[src/rtl/temp_reg_pkg.sv]
// Shared state encoding, parameter defaults and the saturating gain helper
// for the fan-speed temperature regulator.
package temp_reg_pkg;

    localparam int unsigned GAIN_DEF     = 4;
    localparam int unsigned STEP_DEF     = 8;
    localparam int unsigned RAMP_DIV_DEF = 16;
    localparam int unsigned TIMEOUT_DEF  = 1024;

    localparam logic [1:0] ST_IDLE  = 2'd0;
    localparam logic [1:0] ST_COOL  = 2'd1;
    localparam logic [1:0] ST_HEAT  = 2'd2;
    localparam logic [1:0] ST_FAULT = 2'd3;

    // Wide product so any 8-bit error times any gain saturates cleanly to 255.
    function automatic logic [7:0] sat_scale(input logic [7:0] diff, input int unsigned gain);
        logic [39:0] prod;
        prod = 40'(diff) * 40'(gain);
        return (prod > 40'd255) ? 8'hFF : prod[7:0];
    endfunction

endpackage

[src/rtl/ramp_limiter.sv]
// Slew limiter: free-running prescaler producing a ramp tick every RAMP_DIV
// clocks, and a speed register that steps toward the target by at most STEP.
module ramp_limiter
    import temp_reg_pkg::*;
#(
    parameter int unsigned STEP     = STEP_DEF,
    parameter int unsigned RAMP_DIV = RAMP_DIV_DEF
) (
    input  logic       i_clk,
    input  logic       i_arst_n,
    input  logic       i_tick_en,
    input  logic [7:0] i_target,
    output logic [7:0] o_speed
);

    localparam int unsigned      PRE_W    = (RAMP_DIV > 1) ? $clog2(RAMP_DIV) : 1;
    localparam logic [PRE_W-1:0] PRE_LAST = PRE_W'(RAMP_DIV - 1);
    localparam logic [9:0]       STEP_W   = 10'(STEP);

    logic [PRE_W-1:0] r_pre;
    logic [7:0]       r_speed;
    logic [7:0]       w_speed_d;
    logic             w_tick;
    logic [9:0]       w_up;
    logic [7:0]       w_gap;

    always_ff @(posedge i_clk or negedge i_arst_n) begin
        if (!i_arst_n) begin
            r_pre <= '0;
        end else if (r_pre == PRE_LAST) begin
            r_pre <= '0;
        end else begin
            r_pre <= r_pre + 1'b1;
        end
    end

    assign w_tick = i_tick_en && (r_pre == PRE_LAST);

    // Step arithmetic is widened so speed + STEP never wraps past 255.
    assign w_up  = {2'b00, r_speed} + STEP_W;
    assign w_gap = r_speed - i_target;

    always_comb begin
        w_speed_d = r_speed;
        if (w_tick) begin
            if (r_speed < i_target) begin
                w_speed_d = (w_up >= {2'b00, i_target}) ? i_target : w_up[7:0];
            end else if (r_speed > i_target) begin
                w_speed_d = ({2'b00, w_gap} <= STEP_W) ? i_target : (r_speed - STEP_W[7:0]);
            end
        end
    end

    always_ff @(posedge i_clk or negedge i_arst_n) begin
        if (!i_arst_n) begin
            r_speed <= 8'd0;
        end else begin
            r_speed <= w_speed_d;
        end
    end

    assign o_speed = r_speed;

endmodule

[src/rtl/temp_regulator.sv]
// Fan-speed temperature regulator: hysteretic COOL/HEAT selection on the
// registered sample, slew-limited fan request and a missing-sample watchdog.
module temp_regulator
    import temp_reg_pkg::*;
#(
    parameter int unsigned GAIN     = GAIN_DEF,
    parameter int unsigned STEP     = STEP_DEF,
    parameter int unsigned RAMP_DIV = RAMP_DIV_DEF,
    parameter int unsigned TIMEOUT  = TIMEOUT_DEF
) (
    input  logic       i_clk,
    input  logic       i_arst_n,
    input  logic       i_temp_valid,
    input  logic [7:0] i_temp,
    input  logic [7:0] i_set_point,
    input  logic [3:0] i_hyst,
    output logic [7:0] o_speed,
    output logic       o_chs_mode,
    output logic       o_chs_en,
    output logic       o_fault
);

    localparam int unsigned     WD_W    = $clog2(TIMEOUT) + 1;
    localparam logic [WD_W-1:0] WD_LAST = WD_W'(TIMEOUT - 1);

    logic [7:0]      r_sample;
    logic            r_seen;
    logic [1:0]      r_state;
    logic [1:0]      w_state_d;
    logic            r_chs_mode;
    logic [WD_W-1:0] r_wdog;
    logic [8:0]      w_hi;
    logic [8:0]      w_lo;
    logic [8:0]      w_smp9;
    logic [7:0]      w_target;
    logic [7:0]      w_speed;
    logic            w_timeout;

    always_ff @(posedge i_clk or negedge i_arst_n) begin
        if (!i_arst_n) begin
            r_sample <= 8'd0;
            r_seen   <= 1'b0;
        end else if (i_temp_valid) begin
            r_sample <= i_temp;
            r_seen   <= 1'b1;
        end
    end

    // Counter parks at its last value so FAULT stays asserted until a sample.
    always_ff @(posedge i_clk or negedge i_arst_n) begin
        if (!i_arst_n) begin
            r_wdog <= '0;
        end else if (i_temp_valid) begin
            r_wdog <= '0;
        end else if (r_seen && (r_wdog != WD_LAST)) begin
            r_wdog <= r_wdog + 1'b1;
        end
    end

    assign w_timeout = r_seen && !i_temp_valid && (r_wdog == WD_LAST);

    assign w_hi   = {1'b0, i_set_point} + {5'b00000, i_hyst};
    assign w_lo   = (i_set_point >= {4'b0000, i_hyst}) ?
                    {1'b0, i_set_point - {4'b0000, i_hyst}} : 9'd0;
    assign w_smp9 = {1'b0, r_sample};

    always_comb begin
        w_target = 8'd0;
        case (r_state)
            ST_COOL: begin
                if (r_sample > i_set_point) begin
                    w_target = sat_scale(r_sample - i_set_point, GAIN);
                end
            end
            ST_HEAT: begin
                if (r_sample < i_set_point) begin
                    w_target = sat_scale(i_set_point - r_sample, GAIN);
                end
            end
            default: w_target = 8'd0;
        endcase
    end

    // COOL and HEAT only ever leave through IDLE, so a reversal ramps via 0.
    always_comb begin
        w_state_d = r_state;
        if (w_timeout) begin
            w_state_d = ST_FAULT;
        end else begin
            case (r_state)
                ST_IDLE: begin
                    if (r_seen && (w_smp9 > w_hi)) begin
                        w_state_d = ST_COOL;
                    end else if (r_seen && (w_smp9 < w_lo)) begin
                        w_state_d = ST_HEAT;
                    end
                end
                ST_COOL, ST_HEAT: begin
                    if ((w_target == 8'd0) && (w_speed == 8'd0)) begin
                        w_state_d = ST_IDLE;
                    end
                end
                ST_FAULT: begin
                    if (i_temp_valid && (w_speed == 8'd0)) begin
                        w_state_d = ST_IDLE;
                    end
                end
                default: w_state_d = ST_IDLE;
            endcase
        end
    end

    always_ff @(posedge i_clk or negedge i_arst_n) begin
        if (!i_arst_n) begin
            r_state    <= ST_IDLE;
            r_chs_mode <= 1'b0;
        end else begin
            r_state <= w_state_d;
            if (w_state_d == ST_COOL) begin
                r_chs_mode <= 1'b1;
            end else if (w_state_d == ST_HEAT) begin
                r_chs_mode <= 1'b0;
            end
        end
    end

    ramp_limiter #(
        .STEP     (STEP),
        .RAMP_DIV (RAMP_DIV)
    ) u_ramp (
        .i_clk     (i_clk),
        .i_arst_n  (i_arst_n),
        .i_tick_en (1'b1),
        .i_target  (w_target),
        .o_speed   (w_speed)
    );

    assign o_speed    = w_speed;
    assign o_chs_mode = r_chs_mode;
    assign o_chs_en   = (r_state == ST_COOL) || (r_state == ST_HEAT);
    assign o_fault    = (r_state == ST_FAULT);

endmodule

[config.mk]
export PLATFORM = sky130hd
export DESIGN_NAME = temp_regulator
export DESIGN_NICKNAME = d
export VERILOG_FILES = /design/src/rtl/temp_reg_pkg.sv /design/src/rtl/ramp_limiter.sv /design/src/rtl/temp_regulator.sv
export SDC_FILE = /design/constraint.sdc
export NUM_CORES = 1
export LEC_CHECK = 0
export CAP_MARGIN = 10
export CORE_MARGIN = 2
export CORE_UTILIZATION = 35
export CTS_BUF_LIST = sky130_fd_sc_hd__clkbuf_16
export CTS_CLUSTER_DIAMETER = 80
export DETAILED_ROUTE_END_ITERATION = 6
export PLACE_DENSITY = 0.52
export SETUP_SLACK_MARGIN = 0.1
export SLEW_MARGIN = 20
export SYNTH_ARGS = -nofsm -noshare
export SYNTH_HDL_FRONTEND = slang
export SYNTH_SLANG_ARGS = --single-unit
[constraint.sdc]
create_clock -name i_clk -period 4.4 [get_ports i_clk]
set_clock_uncertainty 0.1 [all_clocks]
set_input_delay 0.88 -clock i_clk [delete_from_list [all_inputs] [get_ports i_clk]]
set_output_delay 0.88 -clock i_clk [all_outputs]
set_load 0.02 [all_outputs]
Word level (Yosys, flattened, before mapping). Index checks and enable logic that the tools add are counted.

Output and inout bits: 11. Word-level logic and storage cells: 73. Register bits: 35. Input bits: 23.

Reduce and logical (&&, ||, !) cells: 17. Mux-type cells: 21. Equality and inequality tests: 8. Add/subtract/negate cells: 9. $lt $le $gt $ge: 11.

Operators with widths (number): 2-to-1 mux 8 bit (9); < comparator 8 bit (3); subtractor 8 bit (3); 2-to-1 mux 11 bit (2); greater-than comparator 10 x 8 -> 1 bit (second input constant) (2); greater-than comparator 8 bit (2); zero test 8 bit (2); case mux 8 bit (2 select lines) (1); adder 11 x 1 -> 11 bit (second input constant) (1); == test 11 x 10 -> 1 bit (second input constant) (1); != test 11 x 10 -> 1 bit (second input constant) (1); greater-or-equal comparator 10 x 8 -> 1 bit (1); 2-to-1 mux 2 bit (5); adder 8 x 4 -> 9 bit (1); adder 8 x 4 -> 9 bit (second input constant) (1); greater-than comparator 8 x 9 -> 1 bit (1); greater-or-equal comparator 8 x 4 -> 1 bit (1); less-or-equal comparator 8 x 4 -> 1 bit (second input constant) (1); subtractor 8 x 4 -> 8 bit (1); subtractor 8 x 4 -> 8 bit (second input constant) (1); logical AND 1 bit (7); == test 2 bit (second input constant) (3); case mux 2 bit (3 select lines) (1); nonzero test 2 bit (3); other kinds (10) (12).

Longest topological paths before layout. Gate-level depths: netlist (run 1).

Word-level depth: 13. Depth in mapped cells: 21. Depth with buffers taken out: 20.

Cells and area by module. From an unflattened synthesis (run 1), not the netlist that was laid out.

Cells, all modules: 511. Area total of the unflattened synthesis: 4326.6 um^2.

By module, submodules not included: temp_regulator (seq. area each 575.6 um^2, area an instance 3017.9 um^2, cells each 364, instances 1); ramp_limiter (seq. area each 300.3 um^2, area an instance 1308.8 um^2, cells each 147, instances 1).

Worst setup path before layout (run 1). OpenSTA, ideal clock, no wires.

Path kind: input -> register. Start point: input i_set_point[4]. End point: register u_ramp.r_speed[4] (netlist: u_ramp.o_speed[4]). Path slack: -0.786 ns. Arrival time: 4.986 ns. Stages on the path: 21. Cell sequence: clkbuf_1 -> inv_1 -> ha_1 -> buf_4 -> a21o_1 -> and2_1 -> o21ai_0 -> a21oi_1 -> or4_4 -> nand2_1 -> nand2_1 -> and2_1 -> ha_1 -> nand2b_1 -> a21oi_1 -> nor2_1 -> o21a_1 -> o41ai_2 -> or3_1 -> a22oi_1 -> a311oi_1.

Cells in the longest elaborated chain, start to end: 10. Elaborated cells on any way between the ends: 22. Those cells by class: add/sub: 3; order compare: 8; mux: 9; reduce/logical: 2.

Ends and longest elaborated chain: from (decl) (RTL line temp_regulator.sv:15) `input logic [7:0] i_set_point,`; subtractor 8 bit (on tied branches) (RTL line temp_regulator.sv:77, temp_regulator.sv:72); greater-than comparator 10 x 8 -> 1 bit (RTL line temp_reg_pkg.sv:19) `return (prod > 40'd255) ? 8'hFF : prod[7:0];`; 2-to-1 mux 8 bit (RTL line temp_reg_pkg.sv:19); 2-to-1 mux 8 bit (on tied branches) (RTL line temp_regulator.sv:76, temp_regulator.sv:71); case mux 8 bit (2 select lines) * (RTL line temp_regulator.sv:69) `case (r_state)`; subtractor 8 bit (RTL line ramp_limiter.sv:41) `assign w_gap = r_speed - i_target;`; less-or-equal comparator 8 x 4 -> 1 bit (RTL line ramp_limiter.sv:49) `w_speed_d = ({2'b00, w_gap} <= STEP_W) ? i_target : (r_speed - STEP_W[7:0]);`; 2-to-1 mux 8 bit (RTL line ramp_limiter.sv:49); 2-to-1 mux 8 bit (RTL line ramp_limiter.sv:48) `end else if (r_speed > i_target) begin`; 2-to-1 mux 8 bit (RTL line ramp_limiter.sv:46) `if (r_speed < i_target) begin`; to (signal assigned) (RTL line ramp_limiter.sv:58) `r_speed <= w_speed_d;`; to (decl) (RTL line ramp_limiter.sv:21) `logic [7:0] r_speed;`.

Every way passes the cells marked *; elsewhere a longest branch is shown, timed or not. The select of a mux whose other input is x is not followed. A chain may end at the register's enable or synchronous reset.

Worst setup path after layout (run 1).
Start point: input i_set_point[0]. End point: register u_ramp.r_speed[4] (netlist: u_ramp.o_speed[4]).

The elaborated chain is that of the path after synthesis.

==> run summary, run 1 <==
GLOBAL ROUTE
---------------------------------------------------------------------------------
GRT Residual Overflow                                                           0
Initial antenna violation count                                                 0
Maximum number of pins on one net before global-route repair                   35
Total routing resource utilization after global routing                     19.9%
Vias in the first global route                                               4171
Global-route wire length before repair                                   20300 µm

FINAL LAYOUT
---------------------------------------------------------------------------------
Total non-filler cell area in the finished layout                        6110 µm²
Final layout net count                                                        730
Fraction of layout cells with a size suffix above 1                         37.9%
Diode insertion count for antenna repair                                        0
Leading cell type in the layout, fill and taps excluded              sky130_fd_sc_hd__buf_4
Top library cells by usage in the layout, fill and taps aside        125 x sky130_fd_sc_hd__buf_4, 45 x sky130_fd_sc_hd__ha_1, 41 x sky130_fd_sc_hd__nand2_1, 34 x sky130_fd_sc_hd__dfrtp_1, 33 x sky130_fd_sc_hd__inv_1
Layout area overhead                                                        51.9%

WORST SETUP PATH
---------------------------------------------------------------------------------
Category of the most critical setup path                                   in2reg
R2R cell count                                                                 21
Number of logic stages on the critical path including buffering                23
Critical Path RT                                                          4.48 ns
Type of element launching the critical path                            input port
Reg2reg setup slack                                                      -0.05 ns
Max stage delay cell, worst path                                     sky130_fd_sc_hd__o41a_1
Cells traversed along the worst timing path                          buf_6 -> buf_8 -> inv_12 -> ha_4 -> fa_2 -> nand2b_4 -> a21oi_4 -> nor2_1 -> a211o_1 -> or4_4 -> nand2_4 -> nand2_4 -> and2_4 -> ha_4 -> nand2b_1 -> a21oi_2 -> buf_4 -> nor2_1 -> o21a_2 -> o41a_1 -> nand2_1 -> o22ai_1 -> a311oi_1
Data arrival time at the worst-slack endpoint                             4.81 ns
End of the worst register-to-register path                           u_ramp.o_speed[4]
Cell type group with the largest total delay on the critical path    compound AO/OA/AOI/OAI gates
Launch instance of the worst register-to-register path                r_sample[0]
Maximum cell stage delay along the critical path                          0.52 ns
Number of buffers and inverters on the critical path                            4
Worst-path fanout max                                                           7
CP Capture Type                                                          register

CLOCK NETWORK
---------------------------------------------------------------------------------
TritonCTS Buffers                                                               5
Clock tree from TritonCTS                                                    done
Worst skew pair latency                                                   0.28 ns
Bufs on Longest Clock Path                                                      2
CTS HTree Levels                                                                2
Register clock-pin slew on the reported worst setup and hold paths        0.07 ns
CTS root buf                                                         sky130_fd_sc_hd__clkbuf_16
Number of clock sinks                                                          34

LOGIC SYNTHESIS
---------------------------------------------------------------------------------
Most used flip-flop cell after synthesis                             sky130_fd_sc_hd__dfrtp_1
Async SR Flop Fraction                                                       100%
Number of distinct library cells after synthesis                               71
EDFF count, synth                                                               0
Sequential fraction of the synthesis area                                   21.2%
Nets in the synthesized netlist                                               576
Most area-consuming cells after synthesis                            sky130_fd_sc_hd__dfrtp_1 21%, sky130_fd_sc_hd__ha_1 19%, sky130_fd_sc_hd__inv_1 4.2%
Average cell area after synthesis                                        8.26 µm²
Synthesized instance count                                                    487
Number of warnings reported in the yosys synthesis log                          0
Area fraction of the dominant cell type after synthesis                     21.2%
Number of storage elements in the synthesis netlist                            34
Yosys top cell by area                                               sky130_fd_sc_hd__dfrtp_1
Syn Std Cell Area                                                        4020 µm²

FLOORPLANNING
---------------------------------------------------------------------------------
Placeable Area                                                          11300 µm²
Total die area                                                          12400 µm²
Effective utilization at floorplan                                          35.5%
Top-Level Pins                                                                 34
Die boundary width                                                         111 µm
Die Height                                                                 111 µm
Site row count                                                                 39

ROUTING
---------------------------------------------------------------------------------
Residual DRC                                                                    0
Number of iterations in the first detailed-routing pass                         4
Routed via count divided by cell count                                       5.26
Post-detailed-routing wire length                                        12000 µm
Detail Route Antenna Nets                                                       0
Iter 0 DRT Violations                                                         137
Routed via count                                                             4126
WL/cell                                                                   15.3 µm

STA
---------------------------------------------------------------------------------
Final clock period utilization by the worst path                             108%
Slew at the pin with the worst max-slew slack                            0.872 ns
Setup total negative slack                                               -2.14 ns
RSZ-0062 raised after global routing                                         true
# setup viols final                                                             7
Min cycle time layout                                                     4.74 ns
Tightest slew margin relative to the limit                                  41.8%
Final setup slack of the worst path                                     -0.337 ns
Final worst hold slack                                                   0.397 ns
Achievable clock frequency                                              0.211 GHz
Final Hold Fails                                                                0
Max-slew violation total from the final report                                  0

POWER
---------------------------------------------------------------------------------
Fraction of power spent switching nets                                      43.6%
Proportion of power drawn by the clock network                              14.0%
Pint                                                                      1.95 mW
Worst vdd ir                                                             0.450 mV
Switching Power                                                           1.51 mW
Leak pwr                                                                  2.78 nW
Logic pwr share                                                             72.7%
Sequential group share of total power                                       13.3%
Areal power density over the cells                                     567 nW/µm²

PLACE
---------------------------------------------------------------------------------
Routability congestion estimate                                             0.876
Instance area at placement                                               5380 µm²
Half-perimeter wire length after placement                                9430 µm
Place WS                                                                 -1.05 ns
# port buffers                                                                 33

MIN PATH
---------------------------------------------------------------------------------
Class of the tightest hold or removal check                               reg2reg
Hold worst-path end                                                  u_ramp.r_pre[3]
Hold Crit Start                                                      u_ramp.r_pre[3]
Hold Crit Depth                                                                 1

JOB
---------------------------------------------------------------------------------
Max_cap viols                                                                   0

STATUS
---------------------------------------------------------------------------------
Outcome                                                              complete, but fails checks
Failing checks                                                       setup timing

worst reg2reg max path, stage by stage (launching register included):
cell	delay [ns]
sky130_fd_sc_hd__dfrtp_1	0.38
sky130_fd_sc_hd__buf_4	0.16
sky130_fd_sc_hd__ha_4	0.15
sky130_fd_sc_hd__fa_2	0.34
sky130_fd_sc_hd__nand2b_4	0.16
sky130_fd_sc_hd__a21oi_4	0.15
sky130_fd_sc_hd__nor2_1	0.06
sky130_fd_sc_hd__a211o_1	0.25
sky130_fd_sc_hd__or4_4	0.44
sky130_fd_sc_hd__nand2_4	0.12
sky130_fd_sc_hd__nand2_4	0.07
sky130_fd_sc_hd__and2_4	0.14
sky130_fd_sc_hd__ha_4	0.26
sky130_fd_sc_hd__nand2b_1	0.06
sky130_fd_sc_hd__a21oi_2	0.14
sky130_fd_sc_hd__buf_4	0.13
sky130_fd_sc_hd__nor2_1	0.03
sky130_fd_sc_hd__o21a_2	0.24
sky130_fd_sc_hd__o41a_1	0.52
sky130_fd_sc_hd__nand2_1	0.10
sky130_fd_sc_hd__o22ai_1	0.08
sky130_fd_sc_hd__a311oi_1	0.29
layout make-up:
type	count	area [µm²]
tap	143	179
timing repair buffer	163	1300
fill	1068	5210
clock buffer	5	125
clock inverter	3	68.8
sequential	34	851
inverter	45	186
multi-input combinational	392	3400
power groups by stage:
stage	Clock (mW)	Sequential [mW]	Combinational, mW
after floorplan	0	0.469	1.28
after global placement	0	0.461	2.02
after CTS	0.497	0.457	2.31
after global routing	0.505	0.474	2.77
final	0.484	0.461	2.52
after detailed placement	0	0.462	2.04
worst max path at each step:
stage,start,endpoint,slack [ns]
after global placement,i_set_point[0],u_ramp.o_speed[5],-1.03
final,i_set_point[0],u_ramp.o_speed[4],-0.34
after global routing,i_set_point[0],u_ramp.o_speed[2],-0.47
after detailed placement,i_set_point[0],u_ramp.o_speed[4],-1.05
after CTS,i_set_point[0],u_ramp.o_speed[4],-0.50
after floorplan,i_set_point[4],u_ramp.o_speed[4],-0.13
logic make-up after synthesis:
logic type | share of synthesized area, %
and+or+nand+nor | 20.1
muxes | 1.31
buffers and inverters | 6.47
xor gates and xnor gates | 5.88
DFF | 21.2
adders and majority gates | 21.3
AOI/OAI and AO/OA | 23.8
metal layers:
metal	GRT usage, %	vias up	wire (µm)
met5	0	-	0
met4	5.27	0	245
met3	2.79	17	335
met2	35.1	69	5930
met1	25.6	1962	5500
li1	-	2078	-
per-stage QoR:
step / utilization (%) / instances / power [mW]
final: 53.9 / 785 / 3.46
after global routing: 53.9 / 785 / 3.74
after CTS: 52.0 / 780 / 3.26
after detailed placement: 47.5 / 754 / 2.51
after global placement: 47.5 / 754 / 2.48
after floorplan: - / 487 / 1.75
state kept, by name, summed over array words and instances, names as in the netlist:
register,flops
o_chs_mode,1
r_seen,1
r_wdog,11
r_state,2
u_ramp.o_speed,7
r_sample,8
u_ramp.r_pre,4
Yosys cell counts (3+ instances only):
| library cell | instances |
|---|---|
| sky130_fd_sc_hd__a211o_1 | 5 |
| sky130_fd_sc_hd__a211oi_1 | 7 |
| sky130_fd_sc_hd__a21o_1 | 5 |
| sky130_fd_sc_hd__a21oi_1 | 31 |
| sky130_fd_sc_hd__a22oi_1 | 7 |
| sky130_fd_sc_hd__a31oi_1 | 4 |
| sky130_fd_sc_hd__and2_1 | 3 |
| sky130_fd_sc_hd__and3_1 | 4 |
| sky130_fd_sc_hd__buf_4 | 4 |
| sky130_fd_sc_hd__clkbuf_1 | 9 |
| sky130_fd_sc_hd__dfrtp_1 | 34 |
| sky130_fd_sc_hd__fa_1 | 4 |
| sky130_fd_sc_hd__ha_1 | 62 |
| sky130_fd_sc_hd__inv_1 | 45 |
| sky130_fd_sc_hd__mux2i_1 | 3 |
| sky130_fd_sc_hd__nand2_1 | 43 |
| sky130_fd_sc_hd__nand2b_1 | 8 |
| sky130_fd_sc_hd__nand3_1 | 17 |
| sky130_fd_sc_hd__nand3b_1 | 3 |
| sky130_fd_sc_hd__nand4_1 | 7 |
| sky130_fd_sc_hd__nor2_1 | 29 |
| sky130_fd_sc_hd__nor2b_1 | 4 |
| sky130_fd_sc_hd__nor3_1 | 10 |
| sky130_fd_sc_hd__nor4_1 | 6 |
| sky130_fd_sc_hd__o211ai_1 | 3 |
| sky130_fd_sc_hd__o21a_1 | 4 |
| sky130_fd_sc_hd__o21ai_0 | 28 |
| sky130_fd_sc_hd__o21ai_1 | 3 |
| sky130_fd_sc_hd__o21bai_1 | 6 |
| sky130_fd_sc_hd__o22ai_1 | 5 |
| sky130_fd_sc_hd__or2_2 | 5 |
| sky130_fd_sc_hd__or3_1 | 5 |
| sky130_fd_sc_hd__or4_1 | 3 |
| sky130_fd_sc_hd__xnor2_1 | 15 |
| sky130_fd_sc_hd__xor2_1 | 12 |
what timing repair did:
action,4_1_cts,5_1_grt
endpoints found under the setup margin,9,8
hold endpoints to repair,0,0
hold buffers,0,0
pin swaps,50,25
setup buffers,19,5
resized for setup,63,47
No activity file was read; power rests on OpenSTA's default activity.
==> run 2, diff against run 1 <==
CORE_MARGIN = 4   (was 2)
CTS_CLUSTER_DIAMETER = unset   (was 80)
TNS_END_PERCENT = 10   (was unset)
==> run 2 against run 1 <==
Net effect:
- critical endpoint is now u_ramp.o_speed[5]
- the flow still finishes with violations (setup timing)
- wire length rose by 3.8%
- design area fell by 0.37%
- largest cell class unchanged
- final cell count fell by 1.3%
- global-route usage fell by 0.84 points
==> run summary, run 2 (synthesis results as in run 1) <==
FINAL LAYOUT
---------------------------------------------------------------------------------
Layout area overhead                                                        51.3%
Fraction of layout cells with a size suffix above 1                         38.6%
Most flop-heavy register                                                   r_wdog
Non-filler cells, final                                                       775
Leading cell type in the layout, fill and taps excluded              sky130_fd_sc_hd__buf_4
Top library cells by usage in the layout, fill and taps aside        115 x sky130_fd_sc_hd__buf_4, 46 x sky130_fd_sc_hd__ha_1, 40 x sky130_fd_sc_hd__nand2_1, 35 x sky130_fd_sc_hd__inv_1, 34 x sky130_fd_sc_hd__dfrtp_1
Diode insertion count for antenna repair                                        0
Number of flip-flops in the largest register                                   11
Final layout net count                                                        723

STA
---------------------------------------------------------------------------------
Achievable clock frequency                                              0.215 GHz
# setup viols final                                                             8
Final clock period utilization by the worst path                             106%
Tightest slew margin relative to the limit                                  69.0%
Final Hold Fails                                                                0
Min cycle time layout                                                     4.65 ns
Slew at the pin with the worst max-slew slack                            0.464 ns
Final setup slack of the worst path                                     -0.247 ns
Max-slew violation total from the final report                                  0
RSZ-0062 raised after global routing                                         true
Final worst hold slack                                                   0.382 ns

GLOBAL ROUTE
---------------------------------------------------------------------------------
Global-route wire length before repair                                   20400 µm
Met2 track demand over resource                                             32.8%
Maximum number of pins on one net before global-route repair                   35
GRT Residual Overflow                                                           0
Vias in the first global route                                               4225
Total routing resource utilization after global routing                     19.1%
Global routing met3 resource utilization                                    2.00%
Initial antenna violation count                                                 0
Layer carrying the most global-route usage                                   met2
Fraction of met1 tracks used by global routing                              25.2%

CLOCK NETWORK
---------------------------------------------------------------------------------
Number of hold-repair buffers added at the cts stage                            0
CTS root buf                                                         sky130_fd_sc_hd__clkbuf_16
Number of clock sinks                                                          34
Worst skew pair latency                                                   0.28 ns
TritonCTS Buffers                                                               5
Bufs on Longest Clock Path                                                      2
CTS HTree Levels                                                                2
Clock tree from TritonCTS                                                    done
Register clock-pin slew on the reported worst setup and hold paths        0.06 ns

WORST SETUP PATH
---------------------------------------------------------------------------------
End of the worst register-to-register path                           u_ramp.o_speed[5]
Worst-path fanout max                                                           6
Data arrival time at the worst-slack endpoint                             4.75 ns
Launch instance of the worst register-to-register path                r_sample[0]
R2R cell count                                                                 20
Critical Path RT                                                          4.50 ns
CP Capture Type                                                          register
Category of the most critical setup path                                   in2reg
Critical Path Sink                                                   u_ramp.o_speed[5]
Critical path launch point                                           i_set_point[0]
Cells traversed along the worst timing path                          buf_8 -> inv_4 -> ha_4 -> fa_2 -> nand2b_4 -> a21oi_4 -> or4_1 -> a21oi_2 -> or4_4 -> nand2_8 -> nand2_4 -> and2_4 -> ha_4 -> nand2b_4 -> a21oi_4 -> nor2_2 -> o21a_2 -> buf_6 -> o41ai_4 -> buf_4 -> o21ai_2 -> a22oi_1
Type of element launching the critical path                            input port
Max stage delay cell, worst path                                     sky130_fd_sc_hd__or4_4
Reg2reg setup slack                                                      -0.03 ns
Maximum cell stage delay along the critical path                          0.58 ns
Number of logic stages on the critical path including buffering                22
Cell type group with the largest total delay on the critical path    simple AND/OR/NAND/NOR gates
Number of buffers and inverters on the critical path                            4

FLOORPLANNING
---------------------------------------------------------------------------------
Placeable Area                                                          11000 µm²
Effective utilization at floorplan                                          36.5%
Total die area                                                          13300 µm²
Die boundary width                                                         115 µm
Die Height                                                                 115 µm
Site row count                                                                 38
Top-Level Pins                                                                 34

POWER
---------------------------------------------------------------------------------
Switching Power                                                           1.54 mW
Proportion of power drawn by the clock network                              10.5%
Worst vdd ir                                                             0.448 mV
Areal power density over the cells                                     544 nW/µm²
Fraction of power spent switching nets                                      46.7%
Logic pwr share                                                             75.2%
Pint                                                                      1.77 mW
Leak pwr                                                                  2.73 nW
Sequential group share of total power                                       14.3%
Post-layout power                                                         3.31 mW

ROUTING
---------------------------------------------------------------------------------
Residual DRC                                                                    0
WL/cell                                                                   16.1 µm
Post-detailed-routing wire length                                        12500 µm
Number of iterations in the first detailed-routing pass                         4
Iter 0 DRT Violations                                                         220
Routed via count divided by cell count                                       5.27
Routed via count                                                             4086
Detail Route Antenna Nets                                                       0

JOB
---------------------------------------------------------------------------------
Max_cap viols                                                                   0

STATUS
---------------------------------------------------------------------------------
Failing checks                                                       setup timing
Outcome                                                              complete, but fails checks

MIN PATH
---------------------------------------------------------------------------------
Class of the tightest hold or removal check                               reg2reg

PLACE
---------------------------------------------------------------------------------
Half-perimeter wire length after placement                                9680 µm
Routability congestion estimate                                             0.962
# port buffers                                                                 33
Placed instance count                                                         743

## run 2: final cells by class
type / instances / area, µm²
timing repair buffer: 156 / 1270
sequential: 34 / 851
fill: 1013 / 4950
clock inverter: 3 / 16.3
clock buffer: 5 / 125
tap: 140 / 175
multi-input combinational: 392 / 3470
inverter: 45 / 174
## run 2: worst register-to-register path, cell delays in order (launching register included)
cell                       delay, ns
sky130_fd_sc_hd__dfrtp_1        0.45
sky130_fd_sc_hd__ha_4           0.19
sky130_fd_sc_hd__fa_2           0.34
sky130_fd_sc_hd__nand2b_4       0.16
sky130_fd_sc_hd__a21oi_4        0.16
sky130_fd_sc_hd__or4_1          0.16
sky130_fd_sc_hd__a21oi_2        0.06
sky130_fd_sc_hd__or4_4          0.58
sky130_fd_sc_hd__nand2_8        0.11
sky130_fd_sc_hd__nand2_4        0.05
sky130_fd_sc_hd__and2_4         0.16
sky130_fd_sc_hd__ha_4           0.29
sky130_fd_sc_hd__nand2b_4       0.06
sky130_fd_sc_hd__a21oi_4        0.16
sky130_fd_sc_hd__nor2_2         0.05
sky130_fd_sc_hd__o21a_2         0.24
sky130_fd_sc_hd__buf_6          0.12
sky130_fd_sc_hd__o41ai_4        0.44
sky130_fd_sc_hd__buf_4          0.24
sky130_fd_sc_hd__o21ai_2        0.06
sky130_fd_sc_hd__a22oi_1        0.16
## run 2: what timing repair did
action / CTS / global route
pin swaps: 26 / 47
setup endpoints to repair: 8 / 8
buffers inserted: 12 / 13
gates resized for setup: 71 / 72
## run 2: routing by layer
| layer | part of all wire, % | vias up |
|---|---|---|
| met5 | 0 | - |
| met4 | 2.0 | 0 |
| met3 | 3.1 | 20 |
| met2 | 49 | 67 |
| met1 | 46 | 1945 |
| li1 | - | 2054 |
## run 2: power by group through the flow
stage                     clock network (mW)  registers, mW  logic (mW)
after floorplan                            0          0.468        1.26
after global placement                     0          0.467        2.00
after detailed placement                   0          0.470        2.03
after CTS                              0.351          0.470        2.22
after global routing                   0.364          0.486        2.72
final                                  0.346          0.474        2.49
## run 2: how the worst min path moves through the flow
| stage | to | cells after the start | start |
|---|---|---|---|
| after detailed placement | u_ramp.r_pre[3] | 1 | u_ramp.r_pre[3] |
| after global placement | u_ramp.r_pre[3] | 1 | u_ramp.r_pre[3] |
| final | u_ramp.r_pre[3] | 1 | u_ramp.r_pre[3] |
| after global routing | u_ramp.r_pre[3] | 1 | u_ramp.r_pre[3] |
| after CTS | u_ramp.r_pre[3] | 1 | u_ramp.r_pre[3] |
| after floorplan | u_ramp.r_pre[3] | 1 | u_ramp.r_pre[3] |
## run 2: stage by stage
stage | instance area [µm²] | utilization, % | setup TNS [ns] | setup WS (ns)
final | 6080 | 55.2 | -1.46 | -0.247
after global routing | 6080 | 55.2 | -2.55 | -0.351
after CTS | 5720 | 51.8 | -1.58 | -0.260
after detailed placement | 5250 | 47.6 | -7.47 | -1.03
after global placement | 5250 | 47.6 | -7.03 | -0.957
after floorplan | 4110 | - | -1.61 | -0.287
==> run 3, diff against run 2 <==
HOLD_SLACK_MARGIN = 0.08   (was unset)
PLACE_DENSITY = 0.5   (was 0.52)
clock period = 5.5 ns   (was 4.4 ns; I/O delays follow)
==> run 3 against run 2 <==
Net effect:
- the flow now finishes without violations
- wire length fell by 7.8%
- hold slack about the same
- sequential power decreased by 21%
- critical path type unchanged
- core utilization shrank 4.6 points
- die area stayed put
- worst setup slack improved by 0.49 ns
==> run summary, run 3 (synthesis results as in run 1) <==
WORST SETUP PATH
---------------------------------------------------------------------------------
Critical Path RT                                                          5.56 ns
Type of element launching the critical path                            input port
Data arrival time at the worst-slack endpoint                             5.31 ns
Maximum cell stage delay along the critical path                          0.49 ns
Most frequent cell on the critical path                              sky130_fd_sc_hd__buf_4
Worst-path fanout max                                                          10
CP Capture Type                                                          register
Max stage delay cell, worst path                                     sky130_fd_sc_hd__clkdlybuf4s50_1
Cells traversed along the worst timing path                          clkdlybuf4s50_1 -> inv_1 -> ha_1 -> buf_4 -> nand4_1 -> buf_4 -> o21ai_0 -> a21oi_2 -> a221o_1 -> o21ai_0 -> buf_4 -> nand3_2 -> nand2_1 -> ha_4 -> nor2_1 -> a2111o_1 -> a211oi_2 -> a21oi_2 -> or3_1 -> a22oi_1 -> a311oi_1
Category of the most critical setup path                                   in2reg
R2R cell count                                                                 19
Launch instance of the worst register-to-register path                r_sample[0]
Critical path launch point                                           i_set_point[7]

GLOBAL ROUTE
---------------------------------------------------------------------------------
Global-route wire length before repair                                   18500 µm
GRT Residual Overflow                                                           0
Total routing resource utilization after global routing                     17.2%
Initial antenna violation count                                                 0
Maximum number of pins on one net before global-route repair                   35
Vias in the first global route                                               3787

STATUS
---------------------------------------------------------------------------------
Outcome                                                              finished, final reports clean

POWER
---------------------------------------------------------------------------------
Logic pwr share                                                             70.1%
Worst vdd ir                                                             0.270 mV
Proportion of power drawn by the clock network                              15.2%
Sequential group share of total power                                       14.8%
Fraction of power spent switching nets                                      43.6%
Leak pwr                                                                  2.59 nW
Pint                                                                      1.42 mW
Post-layout power                                                         2.52 mW
Areal power density over the cells                                     453 nW/µm²
Switching Power                                                           1.10 mW

PLACE
---------------------------------------------------------------------------------
# port buffers                                                                 33
Place WS                                                                -0.425 ns
Routability congestion estimate                                             0.862
Half-perimeter wire length after placement                                9270 µm

CLOCK NETWORK
---------------------------------------------------------------------------------
Number of clock sinks                                                          34
TritonCTS Buffers                                                               5
Bufs on Longest Clock Path                                                      2
Number of hold-repair buffers added at the cts stage                            0
CTS HTree Levels                                                                2
CTS root buf                                                         sky130_fd_sc_hd__clkbuf_16
Worst skew pair latency                                                   0.28 ns
Clock tree from TritonCTS                                                    done
Register clock-pin slew on the reported worst setup and hold paths        0.06 ns

STA
---------------------------------------------------------------------------------
Final setup slack of the worst path                                      0.243 ns
Max-slew violation total from the final report                                  0
Final worst hold slack                                                   0.382 ns
Tightest slew margin relative to the limit                                  45.5%
Min cycle time layout                                                     5.26 ns
RSZ-0062 raised after global routing                                        false
Final clock period utilization by the worst path                            95.6%
# setup viols final                                                             0
Slew at the pin with the worst max-slew slack                            0.818 ns
Final Hold Fails                                                                0
Achievable clock frequency                                              0.190 GHz

FLOORPLANNING
---------------------------------------------------------------------------------
Placeable Area                                                          11000 µm²
Effective utilization at floorplan                                          36.5%
Site row count                                                                 38
Total die area                                                          13300 µm²
Die boundary width                                                         115 µm
Die Height                                                                 115 µm
Top-Level Pins                                                                 34

ROUTING
---------------------------------------------------------------------------------
WL/cell                                                                   15.4 µm
Residual DRC                                                                    0
Iter 0 DRT Violations                                                         245
Post-detailed-routing wire length                                        11500 µm
Detail Route Antenna Nets                                                       0
Routed via count                                                             3941
Number of iterations in the first detailed-routing pass                         4
Routed via count divided by cell count                                       5.28

JOB
---------------------------------------------------------------------------------
Max_cap viols                                                                   0

FINAL LAYOUT
---------------------------------------------------------------------------------
Area taken by multi-input logic gates                                    3130 µm²
# fillers                                                                    1080
Top library cells by usage in the layout, fill and taps aside        92 x sky130_fd_sc_hd__buf_4, 51 x sky130_fd_sc_hd__ha_1, 42 x sky130_fd_sc_hd__nand2_1, 41 x sky130_fd_sc_hd__inv_1, 34 x sky130_fd_sc_hd__dfrtp_1
Leading cell type in the layout, fill and taps excluded              sky130_fd_sc_hd__buf_4
Final layout net count                                                        694
Layout area overhead                                                        38.6%
Number of flip-flops in the largest register                                   11
Fraction of layout cells with a size suffix above 1                         26.6%
Combined flip-flop and latch cell area                                    851 µm²
Diode insertion count for antenna repair                                        0
End-of-flow core utilization                                                50.5%
Most flop-heavy register                                                   r_wdog

MIN PATH
---------------------------------------------------------------------------------
Class of the tightest hold or removal check                               reg2reg
Hold Crit Depth                                                                 1
Hold Crit Start                                                      u_ramp.r_pre[3]

[run 3: critical path, delay by kind of cell]
kind / cells / cell delay [ns]
buffers and inverters: 5 / 1.08
AND/OR/NAND/NOR: 5 / 0.78
AO/OA/AOI/OAI: 9 / 1.83
adder cells (fa/ha/maj): 2 / 0.49
[run 3: repair_timing]
action	4_1_cts	5_1_grt
setup endpoints to repair	7	7
pin swaps	5	18
gates resized for setup	11	45
setup buffers	3	5
[run 3: metrics by stage]
stage | setup TNS (ns) | area [µm²] | std cells
detailed placement | -2.50 | 5090 | 730
finish | 0 | 5570 | 746
CTS | 0 | 5340 | 741
floorplan | 0 | 4030 | 487
global route | 0 | 5570 | 746
global placement | -1.95 | 5090 | 730
[run 3: layout make-up]
class                   count  share of cell area (%)
repair buffers            127                    18.9
clock inverters             3                    1.23
inverters                  45                    3.03
clock buffers               5                    2.24
multi-input cells         392                    56.2
well taps                 140                    3.14
flip-flops and latches     34                    15.3
[run 3: worst paths after layout]
path                                     endpoint  slack (ns)
worst max-delay path            u_ramp.o_speed[4]        0.24
worst min-delay path              u_ramp.r_pre[3]        0.38
worst max register to register  u_ramp.o_speed[4]        0.99
worst min register to register    u_ramp.r_pre[3]        0.38
max in group asynchronous               r_wdog[5]        3.97
min in group asynchronous       u_ramp.o_speed[7]        0.80
[run 3: per-layer routing]
metal,wire length [µm],vias up,global-route usage [%]
met1,5760,1849,24.7
met3,333,12,1.84
li1,-,2009,-
met4,169,0,4.30
met5,0,-,0
met2,5230,71,27.8
[run 3: power groups by stage]
stage               logic, mW  registers (mW)  clock network, mW
finish                   1.77           0.373              0.383
CTS                      1.65           0.369              0.390
global placement         1.57           0.372                  0
floorplan               0.950           0.373                  0
global route             1.95           0.383              0.401
detailed placement       1.58           0.372                  0
